## config.mk

```make
export PLATFORM = sky130hd
export DESIGN_NAME = seq_restoring_divider
export DESIGN_NICKNAME = d
export VERILOG_FILES = /design/src/rtl/div_pkg.sv /design/src/rtl/cla_subtractor.sv /design/src/rtl/seq_restoring_divider.sv
export SDC_FILE = /design/constraint.sdc
export NUM_CORES = 1
export LEC_CHECK = 0
export ABC_AREA = 0
export BUFFER_PORTS_ARGS = -buffer_cell sky130_fd_sc_hd__buf_2
export CORE_UTILIZATION = 51
export CTS_CLUSTER_SIZE = 25
export DETAILED_ROUTE_END_ITERATION = 10
export GPL_ROUTABILITY_DRIVEN = 1
export PLACE_DENSITY_LB_ADDON = 0.2
export SYNTH_ARGS = -nofsm -noshare
export SYNTH_HDL_FRONTEND = slang
export SYNTH_HIERARCHICAL = 1
export SYNTH_SLANG_ARGS = --single-unit
```

## constraint.sdc

```tcl
create_clock -name clk -period 2.3 [get_ports clk]
set_clock_uncertainty 0.15 [all_clocks]
set_input_delay 0.23 -clock clk [delete_from_list [all_inputs] [get_ports clk]]
set_output_delay 0.23 -clock clk [all_outputs]
set_load 0.02 [all_outputs]
```

## src/rtl/div_pkg.sv

```systemverilog
// Shared definitions for the sequential restoring divider: FSM state
// encodings and the iteration-counter width.
package div_pkg;

    localparam int DIV_WIDTH = 8;
    localparam int CNT_W     = $clog2(DIV_WIDTH + 1);

    typedef enum logic [1:0] {
        DIV_IDLE = 2'd0,
        DIV_RUN  = 2'd1,
        DIV_FIN  = 2'd2
    } div_state_e;

    // Counter width for an arbitrary operand width (CNT_W is the 8-bit case).
    function automatic int cnt_width(input int w);
        return $clog2(w + 1);
    endfunction

endpackage

```

## src/rtl/cla_subtractor.sv

```systemverilog
// Lookahead subtractor: diff = a + ~b + 1, with every carry expanded as a
// generate/propagate sum of products; borrow is the inverted carry-out.
module cla_subtractor #(
    parameter int N = 9
) (
    input  logic [N-1:0] a,
    input  logic [N-1:0] b,
    output logic [N-1:0] diff,
    output logic         borrow
);
    logic [N-1:0] nb, g, p;
    logic [N:0]   c;

    assign nb = ~b;
    assign g  = a & nb;
    assign p  = a ^ nb;

    always_comb begin
        logic pp;
        // NOTE: every variable written here gets a default first, so no path leaves a latch.
        c    = '0;
        pp   = 1'b0;
        c[0] = 1'b1;
        for (int i = 0; i < N; i++) begin
            c[i+1] = g[i];
            pp     = p[i];
            for (int j = i - 1; j >= 0; j--) begin
                c[i+1] = c[i+1] | (pp & g[j]);
                pp     = pp & p[j];
            end
            c[i+1] = c[i+1] | pp;   // carry-in of 1 from the two's-complement +1
        end
    end

    assign diff   = p ^ c[N-1:0];
    assign borrow = ~c[N];

endmodule

```

## src/rtl/seq_restoring_divider.sv

```systemverilog
// Radix-2 restoring unsigned divider, one trial subtraction per clock,
// start/busy/done handshake. Optional macro DIVZERO_DETECT_EN adds div_zero.
module seq_restoring_divider
    import div_pkg::*;
#(
    parameter int WIDTH = DIV_WIDTH
) (
    input  logic             clk,
    input  logic             rst_n,
    input  logic             start,
    input  logic [WIDTH-1:0] dividend,
    input  logic [WIDTH-1:0] divisor,
    output logic             busy,
    output logic             done,
    output logic [WIDTH-1:0] quotient,
`ifdef DIVZERO_DETECT_EN
    output logic             div_zero,
`endif
    output logic [WIDTH-1:0] remainder
);
    localparam int CW = cnt_width(WIDTH);

    div_state_e       state;
    logic [WIDTH-1:0] r_q, q_q, d_q;
    logic [CW-1:0]    cnt;
    logic [WIDTH:0]   trial_a, trial_b, diff;
    logic             sub_borrow;
    logic             unused_diff_msb;
`ifdef DIVZERO_DETECT_EN
    logic             dz_q;
`endif

    // Shifted partial remainder keeps the bit that leaves R as its MSB, so a
    // divisor with its top bit set still compares correctly.
    assign trial_a = {r_q, q_q[WIDTH-1]};
    assign trial_b = {1'b0, d_q};

    cla_subtractor #(.N(WIDTH + 1)) u_sub (
        .a      (trial_a),
        .b      (trial_b),
        .diff   (diff),
        .borrow (sub_borrow)
    );

    // A non-borrowing difference is below the divisor, so its MSB is always 0.
    assign unused_diff_msb = diff[WIDTH];

    // NOTE: sequential state uses <= so every register samples pre-edge values.
    always_ff @(posedge clk) begin
        if (!rst_n) begin
            state     <= DIV_IDLE;
            busy      <= 1'b0;
            done      <= 1'b0;
            quotient  <= '0;
            remainder <= '0;
            r_q       <= '0;
            q_q       <= '0;
            d_q       <= '0;
            cnt       <= '0;
`ifdef DIVZERO_DETECT_EN
            div_zero  <= 1'b0;
            dz_q      <= 1'b0;
`endif
        end else begin
            done <= 1'b0;
            case (state)
                DIV_IDLE: begin
                    if (start) begin
                        d_q <= divisor;
                        cnt <= CW'(WIDTH);
`ifdef DIVZERO_DETECT_EN
                        div_zero <= 1'b0;
                        if (divisor == '0) begin
                            r_q   <= dividend;
                            q_q   <= '1;
                            dz_q  <= 1'b1;
                            state <= DIV_FIN;
                        end else begin
                            r_q   <= '0;
                            q_q   <= dividend;
                            dz_q  <= 1'b0;
                            busy  <= 1'b1;
                            state <= DIV_RUN;
                        end
`else
                        r_q   <= '0;
                        q_q   <= dividend;
                        busy  <= 1'b1;
                        state <= DIV_RUN;
`endif
                    end
                end
                DIV_RUN: begin
                    r_q <= sub_borrow ? trial_a[WIDTH-1:0] : diff[WIDTH-1:0];
                    q_q <= {q_q[WIDTH-2:0], ~sub_borrow};
                    cnt <= cnt - 1'b1;
                    if (cnt == CW'(1)) begin
                        busy  <= 1'b0;
                        state <= DIV_FIN;
                    end
                end
                DIV_FIN: begin
                    quotient  <= q_q;
                    remainder <= r_q;
                    done      <= 1'b1;
`ifdef DIVZERO_DETECT_EN
                    div_zero  <= dz_q;
`endif
                    state     <= DIV_IDLE;
                end
                default: begin
                    busy  <= 1'b0;
                    state <= DIV_IDLE;
                end
            endcase
        end
    end

endmodule

```

; After elaboration in Yosys (flattened, before gate mapping)
; Cells that the tools add are included.
[word_totals]
ff_bits = 48
input_bits = 19
word_cells = 135
[classes]
addsub = 1
eq_ne = 5
mux = 14
n_bitwise = 100
reduce_logical = 6
[ops]
columns = op, count
row1 = AND 1 bit, 58
row2 = OR 1 bit, 37
row3 = case mux 8 bit (2 select lines), 2
row4 = 2-to-1 mux 8 bit, 3
row5 = AND 9 bit, 1
row6 = inverter 8 -> 9 bit, 1
row7 = bitwise XOR 9 bit, 1
row8 = case mux 4 bit (2 select lines), 1
row9 = bitwise XOR 8 bit, 1
row10 = AND reduction 2 bit, 3
row11 = "== test 4 x 1 -> 1 bit, second input constant", 1
row12 = 2-to-1 mux 2 bit, 2
row13 = 2-to-1 mux 4 bit, 1
row14 = "inequality test 2 bit, second input constant", 2
row15 = case mux 2 bit (2 select lines), 1
row16 = "subtractor 4 x 1 -> 4 bit, second input constant", 1
row17 = 2-to-1 mux 1 bit, 3
row18 = case mux 1 bit (3 select lines), 1
row19 = AND reduction 3 bit, 1
row20 = "== test 2 x 1 -> 1 bit, second input constant", 1
row21 = "== test 2 bit, second input constant", 1
row22 = zero test 2 bit, 1
row23 = nonzero test 2 bit, 1
row24 = inverter 1 bit, 1

; Longest topological paths before layout
; Gate-level depths: netlist of run 1.
[logic_depth]
depth_word = 14
ltp_mapped = 10
depth_no_buf = 9

; Modules after synthesis
; The synthesis of run 1 kept the hierarchy.
[modules_own_cells]
columns = module, instances, cells_per_inst, area_each_um2
row1 = seq_restoring_divider, 1, 236, 2118.3
row2 = cla_subtractor, 1, 58, 420.4

; Least setup slack after synthesis of run 1
; OpenSTA, ideal clock, no wires.
[synth_timing]
kind = register -> register
start = register q_q[7]
end = register r_q[0]
setup_ns = 0.122
arrival_ns = 2.020
t_required_ns = 2.028
slack_ns = 0.008
stages_incl_launch_ff = 11
period_less_slack_ns = 2.292
cell_sequence = dfxtp_1 inv_1 ha_1 nor3_2 or4b_1 nand3_1 a21oi_1 buf_2 mux2_2 nand2_1 a21boi_0
[synth_between]
elab_chain_len = 6
word_cells_on_any_way = 9
[synth_rtl]
columns = element, line_no
row1 = start: declaration, seq_restoring_divider.sv:24  ; logic [WIDTH-1:0] r_q, q_q, d_q;
row2 = start signal: assignment, seq_restoring_divider.sv:87  ; q_q <= dividend;
row3 = start signal: assignment, seq_restoring_divider.sv:95  ; q_q <= {q_q[WIDTH-2:0], ~sub_borrow};
row4 = AND 9 bit, cla_subtractor.sv:15  ; assign g = a & nb;
row5 = AND 1 bit, cla_subtractor.sv:28  ; c[i+1] = c[i+1] | (pp & g[j]);
row6 = OR 1 bit, cla_subtractor.sv:28
row7 = OR 1 bit, cla_subtractor.sv:31  ; c[i+1] = c[i+1] | pp;
row8 = 2-to-1 mux 8 bit (*), seq_restoring_divider.sv:94  ; r_q <= sub_borrow ? trial_a[WIDTH-1:0] : diff[WIDTH-1:0];
row9 = case mux 8 bit (2 select lines) (*), seq_restoring_divider.sv:66  ; case (state)
row10 = end signal: assignment, seq_restoring_divider.sv:94
row11 = end: declaration, seq_restoring_divider.sv:24
; Every way passes the cells marked *; elsewhere a longest branch is shown, timed or not.
; A chain may end at the register's enable or synchronous reset.

; Worst setup path after layout of run 1
[layout_timing]
start = register r_q[5]
end = register r_q[2]
[layout_between]
elab_chain_len = 12
word_cells_on_any_way = 26
[layout_rtl]
columns = element, line_no
row1 = AND 9 bit / bitwise XOR 9 bit (equally long branches), "cla_subtractor.sv:15, cla_subtractor.sv:16"
row2 = AND 1 bit (on tied branches), "cla_subtractor.sv:28, cla_subtractor.sv:29"
row3 = OR 1 bit (tied with other cells) (5 in series), cla_subtractor.sv:28
row4 = OR 1 bit / AND 1 bit (equally long branches), cla_subtractor.sv:28
row5 = OR 1 bit, cla_subtractor.sv:28
row6 = OR 1 bit (*), cla_subtractor.sv:31
row7 = 2-to-1 mux 8 bit (*), seq_restoring_divider.sv:94
row8 = case mux 8 bit (2 select lines) (*), seq_restoring_divider.sv:66
; Marked as above.

==> results.ini, run 1 <==
[status]
status = complete, no violations

[pwr]
comb_power_share = 0.268
power.internal_mw = 1.498
sequentialPowerShare = 0.443
ir_drop_mv = 0.4644
p_per_area_nw_per_um2 = 657.4
clkPwrFrac = 0.289
p_leak_nw = 1.353
p_sw_mw = 0.5733
p_sw_frac = 0.2768

[cells_and_area]
area_growth_syn_to_layout_pct = 24.53
final_nets = 379
diodes = 0
drive_gt1_frac = 0.3391
final_area_sq_um = 3151
n_fill_cell = 437
final_util = 0.6626
fin_cells = 415

[global_routing]
grtUsageMet1 = 0.3014
antenna_found_initial = 0
grt_util_met3 = 0.04167
use_met2 = 0.3707
grt_start_max_net_pins = 49
grt_usage = 0.2245
grt_pass1_vias = 2042
grt_pass1_wl_um = 9211
grt_overflow = 0
top_usage_layer = met2

[cts]
cts_buffers = 5
clk_path_buf_depth = 2
htreeDepth = 2
cts_tree = yes
cts-root-buf = clkbuf_8
clkTransAtPathRegs_ns = 0.08
cts_sinks = 48
clkLatencyLatePin_ns = 0.30

[route]
detail_route.wl_per_cell_um = 13.18
wl_um = 5470
avgViaCountPerCell = 5.128
firstDrtPassIters = 4
drtIter0Drc = 117
final_antenna_net_count = 0
vias = 2128
drc = 0

[die]
fp-row-count = 25
fp.dieH_um = 72.43
start_util = 0.5321
dieArea_sq_um = 5246
die-width_um = 72.43
ios = 37
coreArea_sq_um = 4755

[placement]
placedInstanceArea_sq_um = 2864
pre_cts_slack_ns = -0.3890
place_hpwl_um = 3755
place_inst = 403
portBuffers = 36
gp_congestion = 0.8170

[timing]
final.min_clock_period_ns = 2.299
hold-worst-slack_ns = 0.007769
rsz0062_at_grt = yes
setup_violations = 0
final-hold-violation-count = 0
relSlewSlack = 0.3649
fin_crit_sh = 0.9995
maxSlewViolCount = 0
fmax_ghz = 0.4350
worst_slack_ns = 0.001100
tightest_slew_ns = 0.9485

[worst_setup_path]
cp-start-kind = flop
worstPathMaxFanout = 8
cp-end-kind = flop
crit_arrival_ns = 2.34
critPathKind = flop to flop
cp.required_ns = 2.34

[logic_synthesis]
synthCells = 293
yosys_warnings = 6
syn_area_sq_um = 2530
syn-mean-instance-area_sq_um = 8.635
synth_nets = 325

[run]
drv_cap = 0

[min_path]
min_path_type = primary input to flop

-- metrics by stage --
stage	setup TNS [ns]	power, mW
after global placement	-3.103	1.386
final	0	2.071
after global routing	-0.3218	2.183
after CTS	0	2.034
after detailed placement	-3.344	1.393
after floorplan	0	1.276
-- layout make-up --
type / count / area (sq um) / share of cell area
clock inverter: 2 / 35.03 / 0.01112
tap: 67 / 83.83 / 0.02661
inverter: 14 / 52.55 / 0.01668
multi-input combinational: 211 / 1514 / 0.4805
clock buffer: 6 / 72.57 / 0.02303
timing repair buffer: 67 / 425.4 / 0.1350
sequential: 48 / 967.2 / 0.3070
-- critical path: stages (launching register included) --
cell and delay [ns]:
dfxtp_1 0.41, ha_4 0.24, a21o_1 0.15, a21oi_1 0.32, nand3_4 0.13, a21oi_4 0.20
buf_12 0.14, mux2_2 0.33, nand2_1 0.06, a21boi_0 0.07
-- power groups by stage --
stage	registers [mW]	clock network [mW]	logic [mW]
3_5_place_dp	0.931	0	0.462
6_report	0.917	0.599	0.556
5_1_grt	0.923	0.646	0.614
3_3_place_gp	0.930	0	0.456
4_1_cts	0.913	0.616	0.506
2_1_floorplan	0.923	0	0.353
-- metal layers --
| layer | vias to the layer above | wire length (um) |
|---|---|---|
| li1 | 1098 | - |
| met1 | 993 | 2645 |
| met2 | 31 | 2639 |
| met3 | 6 | 131 |
| met4 | 0 | 53 |
| met5 | - | 0 |
-- what timing repair did --
item                       in CTS  in global routing
buffers inserted                2                  2
gates resized for setup         4                 25
pin swaps                       1                  8
hold buffers                    0                  0
setup endpoints to repair       9                  9
hold endpoints to repair        0                  0
-- path summary, 6_finish.rpt --
kind | slack (ns) | to | cells after the start | start
worst min-delay path | 0.008 | d_q[6]$_SDFFE_PN0P_ | 3 | divisor[6]
worst min register to register | 0.30 | remainder[6]$_SDFFE_PN0P_ | 2 | remainder[6]$_SDFFE_PN0P_
worst max-delay path | 0.001 | r_q[2]$_SDFFE_PN0P_ | 9 | r_q[5]$_SDFFE_PN0P_
worst max register to register | 0.001 | r_q[2]$_SDFFE_PN0P_ | 9 | r_q[5]$_SDFFE_PN0P_
-- layout by cell type, fill, tap and decap left out, types with 2 or more instances in the layout --
cell type  instances
dfxtp_1           43
o211a_1            2
buf_4             30
nor3_1             3
inv_1             10
a21boi_1          18
a21boi_0          14
clkbuf_8           5
nand3_2            2
nor3b_1            2
nor2b_1            9
nand2_1           57
nand2_2            2
o21ai_0            4
nand3_1            9
mux2_2             7
nor2_1            13
ha_4               7
a21o_1             2
xnor2_1            4
a21oi_1           10
dfxtp_2            5
buf_2             36
inv_2              4
and3_1             2
nand2b_1           3
o221a_2            8
o21a_1             2
ha_1               6
and2_1             4
-- flip-flops by register name, summed over array words and instances (netlist names) --
signal and count:
state 2, busy 1, d_q 8, q_q 8, done 1, r_q 8
cnt 4, remainder 8, quotient 8
Power figures use the tool's default switching activity.
==> inputs of run 2 (changes only) <==
Settings changed: CTS_BUF_LIST from default to sky130_fd_sc_hd__clkbuf_8.
==> run 2 against run 1 <==
Effect of this change: via count is the same; flip-flop and latch count unchanged; combinational power about the same; clock power decreased by 0.8%; sequential power about the same; largest cell class unchanged; first-iteration DRC count shrank 16%; worst hold slack worse by 0.00076 ns; global-route usage stayed put.
==> results.ini, run 2 (same netlist as run 1, synthesis figures left out) <==
[die]
start_util = 0.5321  ; unchanged
dieArea_sq_um = 5246  ; unchanged
die-width_um = 72.43  ; unchanged
coreArea_sq_um = 4755  ; unchanged
fp.dieH_um = 72.43  ; unchanged
ios = 37  ; unchanged
fp-row-count = 25  ; unchanged

[timing]
fin_crit_sh = 0.9974  ; -0.002143
rsz0062_at_grt = yes
tightest_slew_ns = 0.9836  ; +0.03512 ns
fmax_ghz = 0.4359  ; +0.21%
setup_violations = 0  ; unchanged
relSlewSlack = 0.3414  ; -0.02352
final-hold-violation-count = 0  ; unchanged
final.min_clock_period_ns = 2.294  ; -0.004928 ns
maxSlewViolCount = 0  ; unchanged

[route]
final_antenna_net_count = 0  ; unchanged
drtIter0Drc = 98  ; -16%
avgViaCountPerCell = 5.115  ; -0.24%
firstDrtPassIters = 4  ; unchanged
detail_route.wl_per_cell_um = 13.15  ; -0.24%
drc = 0  ; unchanged
vias = 2128  ; unchanged
wl_um = 5470  ; unchanged

[pwr]
clkPwrFrac = 0.287  ; -0.002
power.internal_mw = 1.495  ; -0.22%
sequentialPowerShare = 0.443  ; about the same
ir_drop_mv = 0.4634  ; -0.22%
p_sw_frac = 0.2778  ; +0.0009814
finalPower_mw = 2.070  ; about the same
p_leak_nw = 1.361  ; +0.61%
p_sw_mw = 0.5748  ; +0.27%
p_per_area_nw_per_um2 = 654.8  ; -0.40%
comb_power_share = 0.270  ; +0.002

[worst_setup_path]
startpoint = r_q[5]$_SDFFE_PN0P_
regToRegSetupSlack_ns = 0.006  ; about the same
worstPathMaxFanout = 8  ; unchanged
reg2reg_from = r_q[5]$_SDFFE_PN0P_
crit_arrival_ns = 2.34  ; about the same
cp-start-kind = flop
cp-end-kind = flop
cp.required_ns = 2.34  ; about the same
critPathKind = flop to flop

[status]
status = complete, no violations

[global_routing]
antenna_found_initial = 0  ; unchanged
grt_usage = 0.2245  ; unchanged
grt_pass1_vias = 2042  ; unchanged
grt_start_max_net_pins = 49  ; unchanged
grt_overflow = 0  ; unchanged
grt_pass1_wl_um = 9211  ; unchanged

[cts]
clkTransAtPathRegs_ns = 0.09  ; about the same
clk_path_buf_depth = 2  ; unchanged
htreeDepth = 2  ; unchanged
cts_tree = yes
clkLatencyLatePin_ns = 0.30  ; about the same
cts-root-buf = clkbuf_8
cts_buffers = 5  ; unchanged
cts_sinks = 48  ; unchanged

[cells_and_area]
n_fill_cell = 436  ; -0.23%
fin_cells = 416  ; +0.24%
drive_gt1_frac = 0.3381  ; -0.0009716
final_nets = 380  ; +0.26%
diodes = 0  ; unchanged
area_growth_syn_to_layout_pct = 24.93
final_common_cell = nand2_1
final_cell_mix = 57 x nand2_1, 43 x dfxtp_1, 36 x buf_2

[run]
drv_cap = 0  ; unchanged

[min_path]
worstHoldStart = divisor[7]
min_path_type = primary input to flop

[placement]
place_hpwl_um = 3755  ; unchanged
portBuffers = 36  ; unchanged
place_inst = 403  ; unchanged
gp_congestion = 0.8170  ; unchanged

## run 2: final cells by class
cell class / instances / area [sq um] / area share
tap: 67 / 83.83 / 0.02652
clock inverter: 3 / 38.79 / 0.01227
inverter: 14 / 52.55 / 0.01663
timing repair buffer: 68 / 435.4 / 0.1378
multi-input combinational: 211 / 1514 / 0.4790
sequential: 48 / 967.2 / 0.3060
clock buffer: 5 / 68.82 / 0.02177
## run 2: layer usage
layer / global-route usage / routed length (um)
met2: 0.3707 / 2634
met1: 0.3014 / 2647
met4: 0.05882 / 63
met5: 0 / 0
met3: 0.04167 / 125
## run 2: power groups by stage
stage	registers (mW)	clock network [mW]	logic, mW
finish	0.917	0.594	0.558
detailed placement	0.931	0	0.462
global placement	0.930	0	0.456
floorplan	0.923	0	0.353
global route	0.923	0.642	0.615
CTS	0.913	0.611	0.506
## run 2: path summary, 6_finish.rpt
check,end,cells after the start
max,r_q[2]$_SDFFE_PN0P_,9
min,d_q[7]$_SDFFE_PN0P_,3
max reg2reg,r_q[2]$_SDFFE_PN0P_,9
min reg2reg,remainder[6]$_SDFFE_PN0P_,2
## run 2: timing repair
| item | in CTS | in global routing |
|---|---|---|
| pin swaps | 1 | 8 |
| gates resized for setup | 4 | 25 |
| setup endpoints to repair | 9 | 9 |
| hold endpoints to repair | 0 | 1 |
| hold buffers | 0 | 1 |
| gates cloned | 0 | 0 |
| buffers inserted | 2 | 2 |
## run 2: metrics by stage
stage / hold WS (ns) / utilization / instance area, sq um / TNS [ns] / setup WS (ns)
final: 0.007014 / 0.6647 / 3161 / 0 / 0.006028
after detailed placement: 0.2920 / 0.6024 / 2864 / -3.344 / -0.3890
after global placement: 0.2899 / 0.6024 / 2864 / -3.103 / -0.3566
after floorplan: 0.2148 / - / 2530 / 0 / 0.05164
after global routing: 0.01634 / 0.6647 / 3161 / -0.3261 / -0.04905
after CTS: 0.003596 / 0.6384 / 3035 / 0 / 0.001292
## run 2: worst max-delay path, cell delays in order, from the launching register on
cell and delay [ns]:
dfxtp_1 0.41, ha_4 0.24, a21o_1 0.15, a21oi_1 0.31, nand3_4 0.12, a21oi_4 0.20, buf_12 0.14, mux2_2 0.33
nand2_1 0.06, a21boi_0 0.07
